===== src/rtl/addsub_pkg.sv =====
// Shared types and constants for the digit-serial adder/subtractor.
// Consumers that pack the status flags into a vector use the bit indices below.
package addsub_pkg;

  typedef enum logic [1:0] {
    IDLE = 2'd0,
    RUN  = 2'd1,
    DONE = 2'd2
  } state_t;

  localparam int COUT   = 0;
  localparam int OVF    = 1;
  localparam int ZERO   = 2;
  localparam int NEG    = 3;
  localparam int NFLAGS = 4;

  function automatic int nstep(input int width, input int digit);
    return width / digit;
  endfunction

  function automatic logic [NFLAGS-1:0] pack_flags(input logic cout, input logic ovf,
                                                   input logic zero, input logic neg);
    logic [NFLAGS-1:0] f;
    f       = '0;
    f[COUT] = cout;
    f[OVF]  = ovf;
    f[ZERO] = zero;
    f[NEG]  = neg;
    return f;
  endfunction

endpackage


===== src/rtl/digit_adder.sv =====
// Combinational DIGIT-bit ripple-carry adder built from single-bit full adders.
// Also exposes the carry into the top bit so the caller can form signed overflow.
module digit_adder #(
  parameter int DIGIT = 4
) (
  input  logic [DIGIT-1:0] a,
  input  logic [DIGIT-1:0] b,
  input  logic             cin,
  output logic [DIGIT-1:0] sum,
  output logic             cout,
  output logic             c_msb
);

  always_comb begin
    logic cc;
    sum   = '0;
    cc    = cin;
    c_msb = cin;
    for (int i = 0; i < DIGIT; i++) begin
      if (i == DIGIT - 1) c_msb = cc;
      sum[i] = a[i] ^ b[i] ^ cc;
      cc     = (a[i] & b[i]) | (cc & (a[i] ^ b[i]));
    end
    cout = cc;
  end

endmodule


===== src/rtl/addsub_serial.sv =====
// Digit-serial two's-complement adder/subtractor: DIGIT bits per clock, WIDTH/DIGIT
// cycles per operation, result and flags held in DONE until the consumer accepts.
module addsub_serial
  import addsub_pkg::*;
#(
  parameter int WIDTH = 16,
  parameter int DIGIT = 4
) (
  input  logic             clk,
  input  logic             rst,
  input  logic             in_valid,
  output logic             in_ready,
  input  logic             in_sub,
  input  logic [WIDTH-1:0] in_x,
  input  logic [WIDTH-1:0] in_y,
  output logic             out_valid,
  input  logic             out_ready,
  output logic [WIDTH-1:0] out_s,
  output logic             out_cout,
  output logic             out_ovf,
  output logic             out_zero,
  output logic             out_neg
);

  localparam int NSTEP = nstep(WIDTH, DIGIT);
  localparam int CNT_W = $clog2(NSTEP + 1);
  localparam logic [CNT_W-1:0] LAST_STEP = CNT_W'(NSTEP - 1);

  state_t           state;
  logic [CNT_W-1:0] step;
  logic [WIDTH-1:0] x_q;
  logic [WIDTH-1:0] y_q;
  logic [WIDTH-1:0] sum_q;
  logic             carry_q;
  logic             cout_q;
  logic             ovf_q;
  logic             zero_q;
  logic             neg_q;

  logic [DIGIT-1:0] d_sum;
  logic             d_cout;
  logic             d_cmsb;
  logic [WIDTH-1:0] sum_next;
  logic             accept;

  assign in_ready  = (state == IDLE);
  assign out_valid = (state == DONE);
  assign accept    = in_valid & in_ready;

  assign out_s    = sum_q;
  assign out_cout = cout_q;
  assign out_ovf  = ovf_q;
  assign out_zero = zero_q;
  assign out_neg  = neg_q;

  digit_adder #(.DIGIT(DIGIT)) u_digit (
    .a     (x_q[DIGIT-1:0]),
    .b     (y_q[DIGIT-1:0]),
    .cin   (carry_q),
    .sum   (d_sum),
    .cout  (d_cout),
    .c_msb (d_cmsb)
  );

  // New digit enters at the top; after NSTEP shifts the LSB digit has reached bit 0.
  assign sum_next = (sum_q >> DIGIT) | (WIDTH'(d_sum) << (WIDTH - DIGIT));

  // Operand shifters and carry: loaded on accept, no reset needed.
  always_ff @(posedge clk) begin
    if (accept) begin
      x_q     <= in_x;
      y_q     <= in_y ^ {WIDTH{in_sub}};
      carry_q <= in_sub;
    end else if (state == RUN) begin
      x_q     <= x_q >> DIGIT;
      y_q     <= y_q >> DIGIT;
      carry_q <= d_cout;
    end
  end

  // Control FSM, sum register and status flags.
  always_ff @(posedge clk or posedge rst) begin
    if (rst) begin
      state  <= IDLE;
      step   <= '0;
      sum_q  <= '0;
      cout_q <= 1'b0;
      ovf_q  <= 1'b0;
      zero_q <= 1'b1;
      neg_q  <= 1'b0;
    end else begin
      case (state)
        IDLE: begin
          if (in_valid) begin
            state <= RUN;
            step  <= '0;
          end
        end
        RUN: begin
          sum_q <= sum_next;
          step  <= step + CNT_W'(1);
          if (step == LAST_STEP) begin
            state  <= DONE;
            cout_q <= d_cout;
            ovf_q  <= d_cout ^ d_cmsb;
            zero_q <= (sum_next == '0);
            neg_q  <= sum_next[WIDTH-1];
          end
        end
        DONE: begin
          if (out_ready) state <= IDLE;
        end
        default: state <= IDLE;
      endcase
    end
  end

endmodule


===== config.mk =====
export PLATFORM = sky130hd
export DESIGN_NAME = addsub_serial
export DESIGN_NICKNAME = d
export VERILOG_FILES = /design/src/rtl/addsub_pkg.sv /design/src/rtl/digit_adder.sv /design/src/rtl/addsub_serial.sv
export SDC_FILE = /design/constraint.sdc
export NUM_CORES = 1
export LEC_CHECK = 0
export BUFFER_PORTS_ARGS = -buffer_cell sky130_fd_sc_hd__buf_2
export CORE_MARGIN = 2
export CORE_UTILIZATION = 33
export DETAILED_ROUTE_END_ITERATION = 12
export PLACE_DENSITY = 0.64
export SYNTH_ARGS = -nofsm -noshare
export SYNTH_HDL_FRONTEND = slang
export SYNTH_HIERARCHICAL = 1
export SYNTH_SLANG_ARGS = --single-unit

===== constraint.sdc =====
create_clock -name clk -period 2.5 [get_ports clk]
set_input_delay 0.125 -clock clk [delete_from_list [all_inputs] [get_ports clk]]
set_output_delay 0.125 -clock clk [all_outputs]
set_load 0.03 [all_outputs]

==> results of run 1 <==
==> logic make-up after synthesis <==
kind of cell,synth area share (%)
adders and majority gates,3.99
AOI/OAI and AO/OA,3.42
DFF,61.4
and+or+nand+nor,14.1
muxes,7.41
xor gates and xnor gates,5.65
buffers and inverters,4.04
==> worst max-delay path, stage by stage (launching register included) <==
cell and delay [ps]:
edfxtp_1 400, fa_1 440, inv_2 70, fa_2 200, fa_2 190, inv_2 50, fa_1 520, nor4_2 170
nand4_1 120, o21ai_1 160
==> synthesized netlist by cell type <==
| cell type | instances | area (um2) |
|---|---|---|
| dfrtp_1 | 24 | 601 |
| nand2b_1 | 1 | 6.26 |
| dfstp_2 | 1 | 26.3 |
| buf_2 | 4 | 20.0 |
| or2b_1 | 1 | 7.51 |
| fa_1 | 4 | 80.1 |
| nand2_1 | 65 | 244 |
| nand3_1 | 3 | 15.0 |
| ha_1 | 2 | 25.0 |
| nand3b_1 | 1 | 7.51 |
| nor2_1 | 5 | 18.8 |
| xnor2_1 | 17 | 149 |
| and2b_1 | 1 | 7.51 |
| nand4_1 | 1 | 6.26 |
| and3_1 | 4 | 25.0 |
| buf_6 | 1 | 11.3 |
| o21ai_0 | 18 | 90.1 |
| nor4_1 | 4 | 25.0 |
| mux2_2 | 8 | 90.1 |
| edfxtp_1 | 33 | 991 |
| mux2_4 | 7 | 105 |
| buf_8 | 1 | 15.0 |
| clkbuf_1 | 5 | 18.8 |
| or3b_1 | 1 | 8.76 |
| inv_1 | 11 | 41.3 |
==> flip-flops by register name (all words and copies together), names as in the netlist <==
name	count
y_q	16
state	2
step	3
out_cout	1
out_zero	1
out_ovf	1
out_s	16
carry_q	1
x_q	16
out_neg	1
==> area by class of cell <==
| cell class | count | area (um2) |
|---|---|---|
| clock inverters | 5 | 103 |
| repair buffers | 63 | 330 |
| fillers | 734 | 4450 |
| flip-flops and latches | 58 | 1620 |
| clock buffers | 11 | 131 |
| well taps | 102 | 128 |
| inverters | 11 | 41.3 |
| multi-input cells | 143 | 922 |
==> power by group through the flow <==
stage | Sequential, mW | Combinational, mW | Clock, mW
after floorplan | 2.13 | 1.13 | 0
final | 1.88 | 1.89 | 1.03
after CTS | 1.88 | 1.88 | 1.05
after detailed placement | 1.90 | 1.88 | 0
after global placement | 1.88 | 1.80 | 0
after global routing | 1.94 | 2.11 | 1.09
==> cell usage in the layout, fill, tap and decap left out, drive strengths merged <==
master,instances
dfrtp,24
buf,62
or2b,1
nand2,65
clkinv,1
inv,11
clkbuf,11
mux2,15
nand4,1
xnor2,17
dlygate4sd3,1
and3,4
nor2,5
dfstp,1
fa,4
bufinv,3
nand3,3
nand3b,1
edfxtp,33
or3b,1
clkinvlp,1
nor4,4
and2b,1
o21ai,18
ha,2
nand2b,1
==> path summary, 6_finish.rpt <==
kind / start / to / slack [ps]
setup / recovery: x_q[0]$_DFFE_PP_ / out_zero$_DFFE_PP1P_ / 90
hold / removal: rst / out_s[1]$_DFFE_PP0P_ / -0.6
setup reg to reg: x_q[0]$_DFFE_PP_ / out_zero$_DFFE_PP1P_ / 90
hold reg to reg: out_zero$_DFFE_PP1P_ / out_zero$_DFFE_PP1P_ / 470
max in group asynchronous: rst / out_neg$_DFFE_PP0P_ / 1920
min in group clk: in_x[9] / x_q[9]$_DFFE_PP_ / 100
==> metrics by stage <==
step,std cells,power (mW),setup TNS (ps),utilization [%]
2_1_floorplan,223,3.26,0,-
3_3_place_gp,376,3.68,0,39.1
3_5_place_dp,376,3.78,-44.5,39.1
4_1_cts,393,4.81,0,42.2
5_1_grt,393,5.14,-5.66,42.4
6_report,393,4.80,0,42.4
==> routing by layer <==
metal | wire [um] | part of all wire (%) | global-route usage [%] | up-vias
met5 | 0 | 0 | 0 | -
met4 | 109 | 2.2 | 6.37 | 0
met3 | 264 | 5.4 | 3.87 | 10
met2 | 2270 | 47 | 17.7 | 43
met1 | 2220 | 46 | 15.3 | 779
li1 | - | - | - | 871
==> what timing repair did <==
| item | 4_1_cts | 5_1_grt |
|---|---|---|
| hold endpoints to repair | 1 | 0 |
| setup endpoints to repair | 1 | 1 |
| gates resized for setup | 1 | 5 |
| hold buffers | 1 | 0 |
| pin swaps | 1 | 4 |
==> impl_metrics.ini, run 1 <==
[logic_synthesis]
synth.distinct_cells = 25
yosys_warnings = 6
syn_avg_cell_area_um2 = 11.8
ys_ff_latch = 58
synth_nets = 266
syn_inst = 223
ys_seq_area_share_pct = 61.4
syn_area_mm2 = 0.00264

[worst_setup_path]
critical_path_class = reg -> reg
reg2regPathDepth = 9
cp.required_ps = 2750
start_kind = register
cp_max_fo = 3
end_kind = register
cp.arrival_ps = 2660

[routing]
antenna_left = 0
wl_per_cell_um = 12.4
firstDrtPassIters = 4
drc_errors = 0
drt-vias-per-instance = 4.33
vias = 1703
wirelength_um = 4860
drtIter0Drc = 106

[power]
internal_power_mw = 3.00
combPwrFrac_pct = 39.4
p_sw_share_pct = 37.5
p_switching_mw = 1.80
p_leak_nw = 1.53
power.density_mw_per_mm2 = 1470
pwr-share-clk_pct = 21.4
vdd.ir_drop.worst_v = 0.000611
seq_power_share_pct = 39.2

[cells_and_area]
drive_gt1_share_pct = 33.3
syn2layout_area_growth_pct = 24.2
antenna_cells = 0
design_area_mm2 = 0.00327
nNetsFinal = 329

[clock_network]
clock_latency_ps = 330
clkTransAtPathRegs_ps = 70
cts_tree = done
numCtsBuffers = 9
htreeDepth = 3
cts.sinks = 58
cts_setup_buffers = 0
clock-root-buffer = clkbuf_8
clk_path_buf_depth = 2

[global_route]
grt_pass1_vias = 1637
antenna_found_initial = 0
track_usage_pct = 11.8
gr-total-overflow = 0
grt_max_degree = 34
grt_first_pass_wirelength_um = 7700

[die]
die_h_um = 93.4
fp-row-count = 32
core-area_mm2 = 0.00773
dieArea_mm2 = 0.00872
initial_utilization_pct = 34.1
fp.dieW_um = 93.4
ios = 59

[hold_path]
hold_path_class = in -> async

[placed_design]
dpl.hpwl_um = 3430
placed_cell_area_mm2 = 0.00302
gp_congestion = 0.760
io_buffers = 58
dp_slack_ps = -44.5

[sta]
worst_slew_pin_slew_ps = 943
fin_skew_ps = 8.37
relSlewSlack_pct = 37.1
period_share_pct = 96.3
fin_ws_ps = 91.9
fmax_mhz = 415
hold-worst-slack_ps = -0.550
hold_viol_final = 1
finalCriticalPeriod_ps = 2410
finalMaxSlewViolations = 0
setup_viol = 0

[run]
maxCapViolCount = 0

[outcome]
status = finished, violations left
violations = hold timing
(Power assumes the default switching activity.)
==> inputs of run 2 (changes only) <==
- SETUP_SLACK_MARGIN: not set -> 0.4
==> run 2 against run 1 <==
Against the previous run: the flow still finishes with violations (hold timing); fmax grew 5.5%; first-iteration DRC count fell by 15%; via count rose by 3.7%; worst setup slack improved by 130 ps; critical path depth did not move; wire length grew 1.3%; sequential share of layout area increased by 0.42 points; combinational power barely moved; critical endpoint unchanged.
==> impl_metrics.ini, run 2 (synthesis results as in run 1) <==
[routing]
vias = 1766
drc_errors = 0
drtIter0Drc = 90
routed.top_layer = met4
drt-vias-per-instance = 4.48
antenna_left = 0
wl_met2_um = 2350
firstDrtPassIters = 4
wirelength_um = 4930
wl_per_cell_um = 12.5
wl_met3_um = 254
met1_length_um = 2220

[worst_setup_path]
start_kind = register
cp_max_fo = 3
cp.required_ps = 2750
end_kind = register
critical_path_class = reg -> reg
cp.arrival_ps = 2530

[sta]
fin_setup_tns_ps = 0
hold_viol_final = 10
finalCriticalPeriod_ps = 2280
rsz0062_at_grt = true
fin_skew_ps = 15.4
worst_slew_pin_slew_ps = 939
finalMaxSlewViolations = 0
setup_viol = 0
period_share_pct = 91.3
relSlewSlack_pct = 37.3
fmax_mhz = 438
hold-worst-slack_ps = -6.71

[clock_network]
numCtsBuffers = 9
clock_latency_ps = 330
clkTransAtPathRegs_ps = 80
cts.sinks = 58
cts_tree = done
clock-root-buffer = clkbuf_8
clk_path_buf_depth = 2
htreeDepth = 3

[global_route]
gr-total-overflow = 0
grt_pass1_vias = 1785
track_usage_pct = 12.4
grt_first_pass_wirelength_um = 8240
antenna_found_initial = 0
grt_max_degree = 34

[power]
power.density_mw_per_mm2 = 1430
vdd.ir_drop.worst_v = 0.000618
power_mw = 4.64
p_leak_nw = 1.51

[die]
fp.dieW_um = 93.4
fp-row-count = 32
core-area_mm2 = 0.00773
ios = 59
initial_utilization_pct = 34.1
die_h_um = 93.4
dieArea_mm2 = 0.00872

[cells_and_area]
final_cell_mix = nand2_1 (64), buf_2 (58), edfxtp_1 (33), dfrtp_1 (24)
antenna_cells = 0
drive_gt1_share_pct = 34.2
syn2layout_area_growth_pct = 23.2
mostFrequentLayoutCell = nand2_1
nNetsFinal = 330

[hold_path]
hold_path_class = in -> async

[placed_design]
dpl.hpwl_um = 3560
io_buffers = 58
gp_congestion = 0.701

[run]
maxCapViolCount = 0

[outcome]
violations = hold timing
status = finished, violations left
## run 2: critical path: stages (launching register included)
cell and delay [ps]:
edfxtp_1 350, fa_1 180, inv_1 50, fa_2 330, fa_2 340, inv_2 80, fa_2 460, nor4_2 170
nand4_1 120, o21ai_1 130
## run 2: final cells by class
| class | count | area (um2) |
|---|---|---|
| repair buffers | 64 | 338 |
| well taps | 102 | 128 |
| fillers | 748 | 4480 |
| clock inverters | 6 | 66.3 |
| flip-flops and latches | 58 | 1620 |
| clock buffers | 10 | 128 |
| inverters | 11 | 41.3 |
| multi-input cells | 143 | 927 |
## run 2: timing repair
item,in CTS,in global routing
gates resized for setup,1,0
hold buffers,1,0
pin swaps,2,0
setup endpoints to repair,5,6
buffers inserted,1,0
hold endpoints to repair,1,0
## run 2: path summary, 6_finish.rpt
path / startpoint / end / cells past startpoint / slack (ps)
setup / recovery: x_q[0]$_DFFE_PP_ / out_zero$_DFFE_PP1P_ / 9 / 220
hold / removal: rst / out_s[7]$_DFFE_PP0P_ / 2 / -7
setup reg to reg: x_q[0]$_DFFE_PP_ / out_zero$_DFFE_PP1P_ / 9 / 220
hold reg to reg: out_zero$_DFFE_PP1P_ / out_zero$_DFFE_PP1P_ / 2 / 470
max in group asynchronous: rst / out_s[6]$_DFFE_PP0P_ / 2 / 1910
min in group clk: in_x[9] / x_q[9]$_DFFE_PP_ / 2 / 100
## run 2: metal layers
layer,GRT usage (%),up-vias
met5,0,-
met4,6.74,0
met3,3.46,7
met2,18.8,42
met1,16.2,845
li1,-,872
## run 2: power breakdown
part / switching (mW) / leakage, nW / internal (mW)
registers: 0.238 / 0.652 / 1.64
clock network: 0.376 / 0.0905 / 0.462
logic: 1.20 / 0.765 / 0.713
## run 2: through the flow
stage / instances / utilization [%] / cell area [um2] / worst slack [ps] / hold WS, ps
after global placement: 376 / 39.2 / 3030 / 213 / 332
after global routing: 394 / 42.0 / 3250 / 124 / 88.2
after detailed placement: 376 / 39.2 / 3030 / 106 / 331
final: 394 / 42.0 / 3250 / 218 / -6.71
after floorplan: 223 / - / 2650 / 266 / 152
after CTS: 394 / 42.0 / 3250 / 207 / 37.8
